**src/rtl/uart_tx_serializer_pkg.sv**
```systemverilog
`default_nettype none
// ============================================================================
// Module   : uart_tx_serializer_pkg
// Purpose  : Shared UART definitions: FSM state codes, parity codes and
//            the data-length clamp helper.
// Revision : 1.0  initial release
// ============================================================================
package uart_tx_serializer_pkg;

    // Serializer FSM state codes (3-bit)
    typedef enum logic [2:0] {
        S_IDLE   = 3'd0,
        S_START  = 3'd1,
        S_DATA   = 3'd2,
        S_PARITY = 3'd3,
        S_STOP1  = 3'd4,
        S_STOP2  = 3'd5,
        S_BREAK  = 3'd6
    } tx_state_t;

    // Parity selection codes
    typedef enum logic [1:0] {
        PAR_NONE = 2'b00,
        PAR_ODD  = 2'b01,
        PAR_EVEN = 2'b10,
        PAR_MARK = 2'b11
    } parity_t;

    localparam logic [3:0] c_min_data_len = 4'd5;

    // Force the requested length into the legal window [5, max_len]
    function automatic logic [3:0] clamp_len(input logic [3:0] len,
                                             input logic [3:0] max_len);
        logic [3:0] res;
        res = len;
        if (len < c_min_data_len) begin
            res = c_min_data_len;
        end else if (len > max_len) begin
            res = max_len;
        end
        return res;
    endfunction

endpackage
`default_nettype wire

```
**src/rtl/uart_tx_fifo.sv**
```systemverilog
`default_nettype none
// ============================================================================
// Module   : uart_tx_fifo
// Purpose  : Synchronous first-word-fall-through word buffer with occupancy
//            count and a registered overflow pulse on dropped writes.
// Revision : 1.0  initial release
// ============================================================================
module uart_tx_fifo #(
    parameter int DATA_W     = 9,
    parameter int FIFO_DEPTH = 4
) (
    input  logic                              clk,
    input  logic                              rst_n,
    input  logic                              wr_en,
    input  logic [DATA_W-1:0]                 wr_data,
    input  logic                              rd_en,
    output logic [DATA_W-1:0]                 rd_data,
    output logic                              full,
    output logic                              empty,
    output logic [$clog2(FIFO_DEPTH):0]       count,
    output logic                              overflow
);

    localparam int FIFO_AW = $clog2(FIFO_DEPTH);
    localparam logic [FIFO_AW:0] c_depth = (FIFO_AW+1)'(FIFO_DEPTH);

    logic [DATA_W-1:0]  r_mem [FIFO_DEPTH];
    logic [FIFO_AW-1:0] r_wr_ptr;
    logic [FIFO_AW-1:0] r_rd_ptr;
    logic [FIFO_AW:0]   r_count;
    logic               r_overflow;
    logic               w_push;
    logic               w_pop;

    // Fullness comes from the registered count, so a same-cycle pop never
    // makes room for a write.
    assign full     = (r_count == c_depth);
    assign empty    = (r_count == '0);
    assign w_push   = wr_en && !full;
    assign w_pop    = rd_en && !empty;
    assign rd_data  = r_mem[r_rd_ptr];
    assign count    = r_count;
    assign overflow = r_overflow;

    // Storage array; contents need no reset because the pointers gate them
    always_ff @(posedge clk) begin
        if (w_push) begin
            r_mem[r_wr_ptr] <= wr_data;
        end
    end

    // Pointer, occupancy and overflow bookkeeping
    always_ff @(posedge clk) begin
        if (!rst_n) begin
            r_wr_ptr   <= '0;
            r_rd_ptr   <= '0;
            r_count    <= '0;
            r_overflow <= 1'b0;
        end else begin
            if (w_push) begin
                r_wr_ptr <= r_wr_ptr + 1'b1;
            end
            if (w_pop) begin
                r_rd_ptr <= r_rd_ptr + 1'b1;
            end
            case ({w_push, w_pop})
                2'b10:   r_count <= r_count + 1'b1;
                2'b01:   r_count <= r_count - 1'b1;
                default: r_count <= r_count;
            endcase
            r_overflow <= wr_en && full;
        end
    end

endmodule
`default_nettype wire

```
**src/rtl/uart_tx_serializer.sv**
```systemverilog
`default_nettype none
// ============================================================================
// Module   : uart_tx_serializer
// Purpose  : UART transmit serializer. Buffers words in uart_tx_fifo and
//            emits back-to-back frames (start, 5..DATA_W data bits LSB first,
//            optional parity, 1 or 2 stop bits), one bit per baud_clk edge.
// Options  : TX_BREAK_EN - adds send_break input for line-break generation.
// Revision : 1.0  initial release
// ============================================================================
module uart_tx_serializer
    import uart_tx_serializer_pkg::*;
#(
    parameter  int DATA_W     = 9,
    parameter  int FIFO_DEPTH = 4,
    localparam int FIFO_AW    = $clog2(FIFO_DEPTH)
) (
    input  logic               baud_clk,
    input  logic               arst_n,
    input  logic               wr_en,
    input  logic [DATA_W-1:0]  wr_data,
    output logic               wr_ready,
    input  logic [3:0]         data_len,
    input  logic [1:0]         parity_type,
    input  logic               stop_bits,
`ifdef TX_BREAK_EN
    input  logic               send_break,
`endif
    output logic               tx,
    output logic               tx_active,
    output logic               tx_done,
    output logic [FIFO_AW:0]   fifo_count,
    output logic               overflow
);

    tx_state_t         r_state;
    tx_state_t         w_state_nxt;
    logic [DATA_W-1:0] r_shift;
    logic [3:0]        r_len;
    logic [3:0]        r_bit_cnt;
    parity_t           r_par;
    logic              r_stop2;
    logic              r_par_acc;
    logic              r_tx;
    logic              r_tx_active;
    logic              r_tx_done;

    logic              w_tx_nxt;
    logic              w_active_nxt;
    logic              w_done_nxt;
    logic              w_pop;
    logic              w_last_stop;
    logic              w_break_req;
    logic [DATA_W-1:0] w_rd_data;
    logic              w_full;
    logic              w_empty;

`ifdef TX_BREAK_EN
    assign w_break_req = send_break;
`else
    assign w_break_req = 1'b0;
`endif

    uart_tx_fifo #(
        .DATA_W     (DATA_W),
        .FIFO_DEPTH (FIFO_DEPTH)
    ) u_fifo (
        .clk      (baud_clk),
        .rst_n    (arst_n),
        .wr_en    (wr_en),
        .wr_data  (wr_data),
        .rd_en    (w_pop),
        .rd_data  (w_rd_data),
        .full     (w_full),
        .empty    (w_empty),
        .count    (fifo_count),
        .overflow (overflow)
    );

    assign wr_ready  = !w_full;
    assign tx        = r_tx;
    assign tx_active = r_tx_active;
    assign tx_done   = r_tx_done;

    // FSM state register
    always_ff @(posedge baud_clk) begin
        if (!arst_n) begin
            r_state <= S_IDLE;
        end else begin
            r_state <= w_state_nxt;
        end
    end

    // Next state plus the line value for the bit this state represents;
    // the line value is registered, so tx trails the state by one edge.
    always_comb begin
        w_state_nxt  = r_state;
        w_tx_nxt     = 1'b1;
        w_active_nxt = 1'b0;
        w_done_nxt   = 1'b0;
        w_pop        = 1'b0;
        w_last_stop  = (r_state == S_STOP2) || ((r_state == S_STOP1) && !r_stop2);
        case (r_state)
            S_IDLE: begin
                if (w_break_req) begin
                    w_state_nxt = S_BREAK;
                end else if (!w_empty) begin
                    w_pop       = 1'b1;
                    w_state_nxt = S_START;
                end
            end
            S_BREAK: begin
                w_tx_nxt = 1'b0;
                if (!w_break_req) begin
                    w_state_nxt = S_IDLE;
                end
            end
            S_START: begin
                w_tx_nxt     = 1'b0;
                w_active_nxt = 1'b1;
                w_state_nxt  = S_DATA;
            end
            S_DATA: begin
                w_tx_nxt     = r_shift[0];
                w_active_nxt = 1'b1;
                if (r_bit_cnt == r_len - 4'd1) begin
                    w_state_nxt = (r_par != PAR_NONE) ? S_PARITY : S_STOP1;
                end
            end
            S_PARITY: begin
                w_active_nxt = 1'b1;
                w_state_nxt  = S_STOP1;
                case (r_par)
                    PAR_EVEN: w_tx_nxt = r_par_acc;
                    PAR_ODD:  w_tx_nxt = ~r_par_acc;
                    default:  w_tx_nxt = 1'b1;
                endcase
            end
            S_STOP1, S_STOP2: begin
                w_active_nxt = 1'b1;
                if (w_last_stop) begin
                    w_done_nxt = 1'b1;
                    if (!w_empty) begin
                        w_pop       = 1'b1;
                        w_state_nxt = S_START;
                    end else begin
                        w_state_nxt = S_IDLE;
                    end
                end else begin
                    w_state_nxt = S_STOP2;
                end
            end
            default: begin
                w_state_nxt = S_IDLE;
            end
        endcase
    end

    // Output registers, frame config latch at pop, and data shifter
    always_ff @(posedge baud_clk) begin
        if (!arst_n) begin
            r_tx        <= 1'b1;
            r_tx_active <= 1'b0;
            r_tx_done   <= 1'b0;
            r_shift     <= '0;
            r_len       <= c_min_data_len;
            r_bit_cnt   <= '0;
            r_par       <= PAR_NONE;
            r_stop2     <= 1'b0;
            r_par_acc   <= 1'b0;
        end else begin
            r_tx        <= w_tx_nxt;
            r_tx_active <= w_active_nxt;
            r_tx_done   <= w_done_nxt;
            if (w_pop) begin
                r_shift   <= w_rd_data;
                r_len     <= clamp_len(data_len, 4'(DATA_W));
                r_par     <= parity_t'(parity_type);
                r_stop2   <= stop_bits;
                r_par_acc <= 1'b0;
            end else if (r_state == S_DATA) begin
                r_shift   <= r_shift >> 1;
                r_bit_cnt <= r_bit_cnt + 4'd1;
                r_par_acc <= r_par_acc ^ r_shift[0];
            end
            if (r_state == S_START) begin
                r_bit_cnt <= '0;
            end
        end
    end

endmodule
`default_nettype wire

```
**config.mk**
```make
export PLATFORM = sky130hd
export DESIGN_NAME = uart_tx_serializer
export DESIGN_NICKNAME = d
export VERILOG_FILES = /design/src/rtl/uart_tx_serializer_pkg.sv /design/src/rtl/uart_tx_fifo.sv /design/src/rtl/uart_tx_serializer.sv
export SDC_FILE = /design/constraint.sdc
export NUM_CORES = 1
export LEC_CHECK = 0
export BUFFER_PORTS_ARGS = -buffer_cell sky130_fd_sc_hd__buf_2
export CORE_MARGIN = 10
export CORE_UTILIZATION = 49
export DETAILED_ROUTE_END_ITERATION = 7
export GPL_TIMING_DRIVEN = 0
export PLACE_DENSITY = 0.7
export SYNTH_ARGS = -nofsm -noshare
export SYNTH_HDL_FRONTEND = slang
export SYNTH_SLANG_ARGS = --single-unit
```
**constraint.sdc**
```tcl
create_clock -name baud_clk -period 6.5 [get_ports baud_clk]
set_clock_uncertainty 0.1 [all_clocks]
set_input_delay 1.3 -clock baud_clk [delete_from_list [all_inputs] [get_ports baud_clk]]
set_output_delay 1.3 -clock baud_clk [all_outputs]
set_load 0.01 [all_outputs]
```
# Yosys cells after proc, flatten, opt, wreduce, memory -nomap -nowiden
# Memories as Yosys holds them, arrays and structs flattened. A register that Yosys moved wholly into a read port is not among the register bits.
# Index checks and enable logic that the tools add are counted.
[totals]
output_inout_bits = 8
mem_bits_rw = 36
romBits = 0
ff_bits = 35
word_cells = 84
latch_bits = 0
memories = 1
input_bits = 19
[memory_table]
columns = ["memory", "words", "word_bits", "rd", "rd_clocked_by_memory_dff", "write_ports", "line_no", "text"]
rows = [
  ["u_fifo.r_mem", 4, 9, 1, 1, 1, "uart_tx_fifo.sv:27", "logic [DATA_W-1:0] r_mem [FIFO_DEPTH];"],
]
[op_classes]
n_bitwise = 4
order_cmp = 2
n_div = 0
shifts = 0
mul = 0
eq_ne = 14
n_mux = 22
n_reduce_logical = 21
n_addsub = 6
[ops]
columns = ["operator", "count"]
rows = [
  ["9-bit 2-to-1 mux", 2],
  ["3-bit case mux with 5 select lines", 1],
  ["3-bit equality test (second input constant)", 4],
  ["3-bit 2-to-1 mux", 4],
  ["4-bit 2-to-1 mux", 2],
  ["2-bit OR reduction", 4],
  ["1-bit 2-to-1 mux", 7],
  ["3-bit by 2-bit equality test with 1-bit output (second input constant)", 2],
  ["3-bit zero test", 2],
  ["3-bit case mux with 2 select lines", 1],
  ["2-bit AND reduction", 3],
  ["2-bit nonzero test", 3],
  ["5-bit OR reduction", 1],
  ["2-bit by 1-bit adder with 2-bit output (second input constant)", 2],
  ["4-bit by 1-bit adder with 4-bit output (second input constant)", 1],
  ["2-bit by 1-bit equality test with 1-bit output (second input constant)", 2],
  ["2-bit equality test (second input constant)", 2],
  ["4-bit equality test", 1],
  ["4-bit greater-than comparator (second input constant)", 1],
  ["1-bit logical AND", 4],
  ["4-bit by 3-bit less-than comparator with 1-bit output (second input constant)", 1],
  ["2-bit 2-to-1 mux", 2],
  ["2-bit inequality test (second input constant)", 2],
  ["1-bit case mux with 2 select lines", 2],
  ["9 further kinds", 13],
]

# Depth between registers and ports, before layout
[depth]
depth_word = 8
depth_mapped = 9
depth_no_buf = 7

# Cells and area by module
# From an unflattened synthesis, not the netlist that was laid out.
[unflattened]
hier_cells = 264
hier_area_um2 = 3274.4
[by_module_without_submodules]
columns = ["mod", "seq_area_each_um2", "area_each_um2", "instances", "cells_each"]
rows = [
  ["uart_tx_fifo", 1281.2, 1819.2, 1, 103],
  ["uart_tx_serializer", 540.5, 1455.1, 1, 161],
]

# Worst setup path after synthesis
# No wires, ideal clock.
[synth_path]
path_kind = "input-to-reg"
from = "in wr_en"
to = "reg u_fifo.r_count[2], in the netlist u_fifo.count[2]"
path_buffers = 1
setup_slack_ns = 3.913
arrival_ns = 2.415
stages = 7
t_required_ns = 6.328
cell_sequence = "and2_4 buf_6 nor2_1 fa_1 and3_1 mux2i_1 mux2i_1"
[synth_via]
elab_chain_len = 3
word_cells_on_any_way = 5
[synth_lines]
columns = ["item", "line_no", "text"]
rows = [
  ["from (decl)", "uart_tx_serializer.sv:19", "input logic wr_en,"],
  ["1-bit logical AND (*)", "uart_tx_fifo.sv:39", "assign w_push = wr_en && !full;"],
  ["2-bit by 1-bit equality test with 1-bit output / 2-bit equality test (equally long branches)", "uart_tx_fifo.sv:66", "case ({w_push, w_pop})"],
  ["3-bit case mux with 2 select lines / 2-bit nonzero test (equally long branches)", "n/a", ""],
  ["to (signal assigned)", "uart_tx_fifo.sv:67", "2'b10: r_count <= r_count + 1'b1;"],
  ["to (signal assigned)", "uart_tx_fifo.sv:68", "2'b01: r_count <= r_count - 1'b1;"],
  ["to (signal assigned)", "uart_tx_fifo.sv:69", "default: r_count <= r_count;"],
  ["to (decl)", "uart_tx_fifo.sv:30", "logic [FIFO_AW:0] r_count;"],
]
# Every way passes the cells marked *; elsewhere a longest branch is shown, timed or not.
# A chain may end at the register's enable or synchronous reset.

# Worst setup path in the final report
[layout_path]
from = "reg u_fifo.r_count[0], in the netlist u_fifo.count[0]"
to = "out wr_ready"
[layout_via]
elab_chain_len = 2
[layout_lines]
columns = ["item", "line_no", "text"]
rows = [
  ["3-bit equality test", "uart_tx_fifo.sv:37", "assign full = (r_count == c_depth);"],
  ["1-bit zero test", "uart_tx_serializer.sv:79", "assign wr_ready = !w_full;"],
  ["to (decl)", "uart_tx_serializer.sv:21", "output logic wr_ready,"],
]
# No other way between the ends.

==> impl_metrics.toml <==
[status]
status = "finished clean"

[timing]
tightest_slew_ns = 0.540
fmax_mhz = 354
finalCriticalPeriod_ns = 2.82
rsz0062_at_grt = "false"
min_period_over_period = 0.434
maxSlewViolCount = 0
timing.setup.tns_ns = 0
setup_violations = 0
max_slew_margin = 0.640
final_hold_viol_count = 0

[die]
row_count = 29
ios = 27
die_x_um = 101
coreArea_mm2 = 0.00635
die_area_mm2 = 0.0102
start_util = 0.504
die_y_um = 101

[synth]
async_flop_share = 0
ys_warn_count = 0
synth_compound_area_frac = 0.112
synth_top_family_by_area = "simple AND/OR/NAND/NOR gates"
yosys.area.top_type = "edfxtp_1"
syn_avg_cell_area_um2 = 12.0
syn_nets = 296
synth_mux_area_frac = 0.0855
synthDistinctLibCells = 50
synth_fa_ha_area_frac = 0.0414
syn_area_mm2 = 0.00320
synthXorXnorAreaFrac = 0.0352
ys_seq_elements = 73
yosysSeqAreaShare = 0.569
syn_inst = 267
yosys_most_used_dff = "dfxtp_1"
synth_edf_count = 36
synth_area_leaders = "edfxtp_1, dfxtp_1, mux4_2"
synth_top_area_frac = 0.338
synth_simple_gate_area_frac = 0.114

[routing]
wirelength_mm = 6.17
via_count = 2098
viasPerCell = 5.44
drc = 0
dr.first_iter.drc_count = 121
routedWlPerCell_um = 16.0
final_antenna_net_count = 0
dr.pass1.iters = 4

[clock_network]
htreeDepth = 3
cts_tree = "built"
numCtsBuffers = 9
clockBufferDepth = 2
clk_pin_slew_ns = 0.08
root_buffer = "clkbuf_8"
hold_buffers = 0
cts-resized-gates = 0
clkLatencyLatePin_ns = 0.35
cts_setup_buffers = 0
cts_sinks = 73

[critical_path]
path_max_fanout = 10
cp-start-kind = "flop"
regToRegSetupSlack_ns = 4.18
endpoint_kind = "primary output"
required_ns = 5.10
criticalPathCategory = "flop to primary output"
arrival_ns = 1.42

[run]
cap_violations = 0

[grt]
grt_antenna_before_repair = 0
grt_pass1_wl_mm = 10.2
grt_max_degree = 15
grt_pass1_vias = 2122
grt_use_total = 0.127
grt-ovfl-total = 0

[power]
p_leak_nw = 1.35
ir_drop_mv = 0.275
total_power_mw = 1.58
cellPowerDensity_mw_per_mm2 = 435

[worst_hold_path]
hold_class = "flop to flop"

[place]
dp_hpwl_mm = 4.24
place.port_buffers = 26
place.gp.congestion = 0.819

[layout]
final_nets = 333
fill_cells = 533
area_growth_pct = 13.4
insertedDiodeCount = 0
drive_gt1_frac = 0.204
[power by group]
part           switching, mW  internal [mW]
registers             0.0537          0.577
clock network          0.180          0.180
logic                  0.322          0.265
total                  0.556           1.02
[worst paths after layout]
kind                                      start               to  cells past startpoint
worst max register to register  u_fifo.count[0]  u_fifo.count[2]                      7
worst min-delay path                 r_shift[5]       r_shift[5]                      2
worst max-delay path            u_fifo.count[0]         wr_ready                      3
worst min register to register       r_shift[5]       r_shift[5]                      2
[sequential cells by signal, indices dropped and copies added (netlist names), named ones only]
signal / flops
r_bit_cnt: 4
r_len: 4
r_par: 2
r_par_acc: 1
r_shift: 9
r_state: 3
r_stop2: 1
tx: 1
tx_active: 1
tx_done: 1
u_fifo.count: 3
u_fifo.overflow: 1
u_fifo.r_mem: 36
u_fifo.r_rd_ptr: 2
u_fifo.r_wr_ptr: 2
[worst max-delay path: stages, from the launching register on]
cell     delay (ns)
dfxtp_1        0.38
or3b_1         0.41
buf_6          0.15
buf_2          0.13
[layout by cell type, fill, tap and decap left out, drive strengths merged, types with 3 or more instances in the layout]
cell type and n:
nor3 5, nand2b 4, ha 9, clkinv 4, mux2i 6, nor2 14
nand2 27, a22oi 8, o21ai 9, and2 5, inv 16, nand3b 3
edfxtp 36, clkbuf 16, and3 5, buf 34, mux4 9, a21oi 26
dfxtp 37, xnor2 6
[Yosys cell counts, drive strengths merged, types with 2 or more instances]
library cell / n
a211oi: 2
a21oi: 26
a22oi: 8
a41oi: 2
and2: 5
and3: 5
buf: 8
clkbuf: 7
dfxtp: 37
edfxtp: 36
ha: 9
inv: 14
mux2i: 6
mux4: 9
nand2: 27
nand2b: 4
nand3b: 3
nor2: 14
nor3: 5
nor4: 2
o21ai: 9
o22ai: 2
or3: 2
xnor2: 6
xor2: 2
[kinds of logic after synthesis]
logic type,after synthesis
compound gates,57
xor+xnor,9
fa+ha+maj,10
buf+inv,29
flops,73
mux,16
simple gates,73
[cell type report]
cell class / instances / area (um2) / share of cell area
clock buffers: 9 / 124 / 0.0341
plain buffers: 15 / 83.8 / 0.0231
inverters: 14 / 52.6 / 0.0145
flip-flops and latches: 73 / 1820 / 0.502
clock inverters: 7 / 77.6 / 0.0214
repair buffers: 26 / 130 / 0.0358
well taps: 77 / 96.3 / 0.0265
multi-input cells: 165 / 1240 / 0.343
[metrics by stage]
step                      hold WS (ns)  utilization  setup WS [ns]  cells  area, um2
after CTS                        0.362        0.572           3.66    386       3630
final                            0.358        0.572           3.68    386       3630
after floorplan                  0.332            -           3.91    267       3200
after global placement           0.341        0.540           3.66    370       3430
after global routing             0.385        0.572           3.63    386       3630
after detailed placement         0.350        0.540           3.63    370       3430
[metal layers]
metal / track usage / part of all wire / vias up
met1: 0.152 / 0.44 / 1007
met2: 0.206 / 0.50 / 39
met5: 0 / 0 / -
met3: 0.0446 / 0.047 / 8
met4: 0.0467 / 0.013 / 0
li1: - / - / 1044
(Power assumes the default switching activity.)
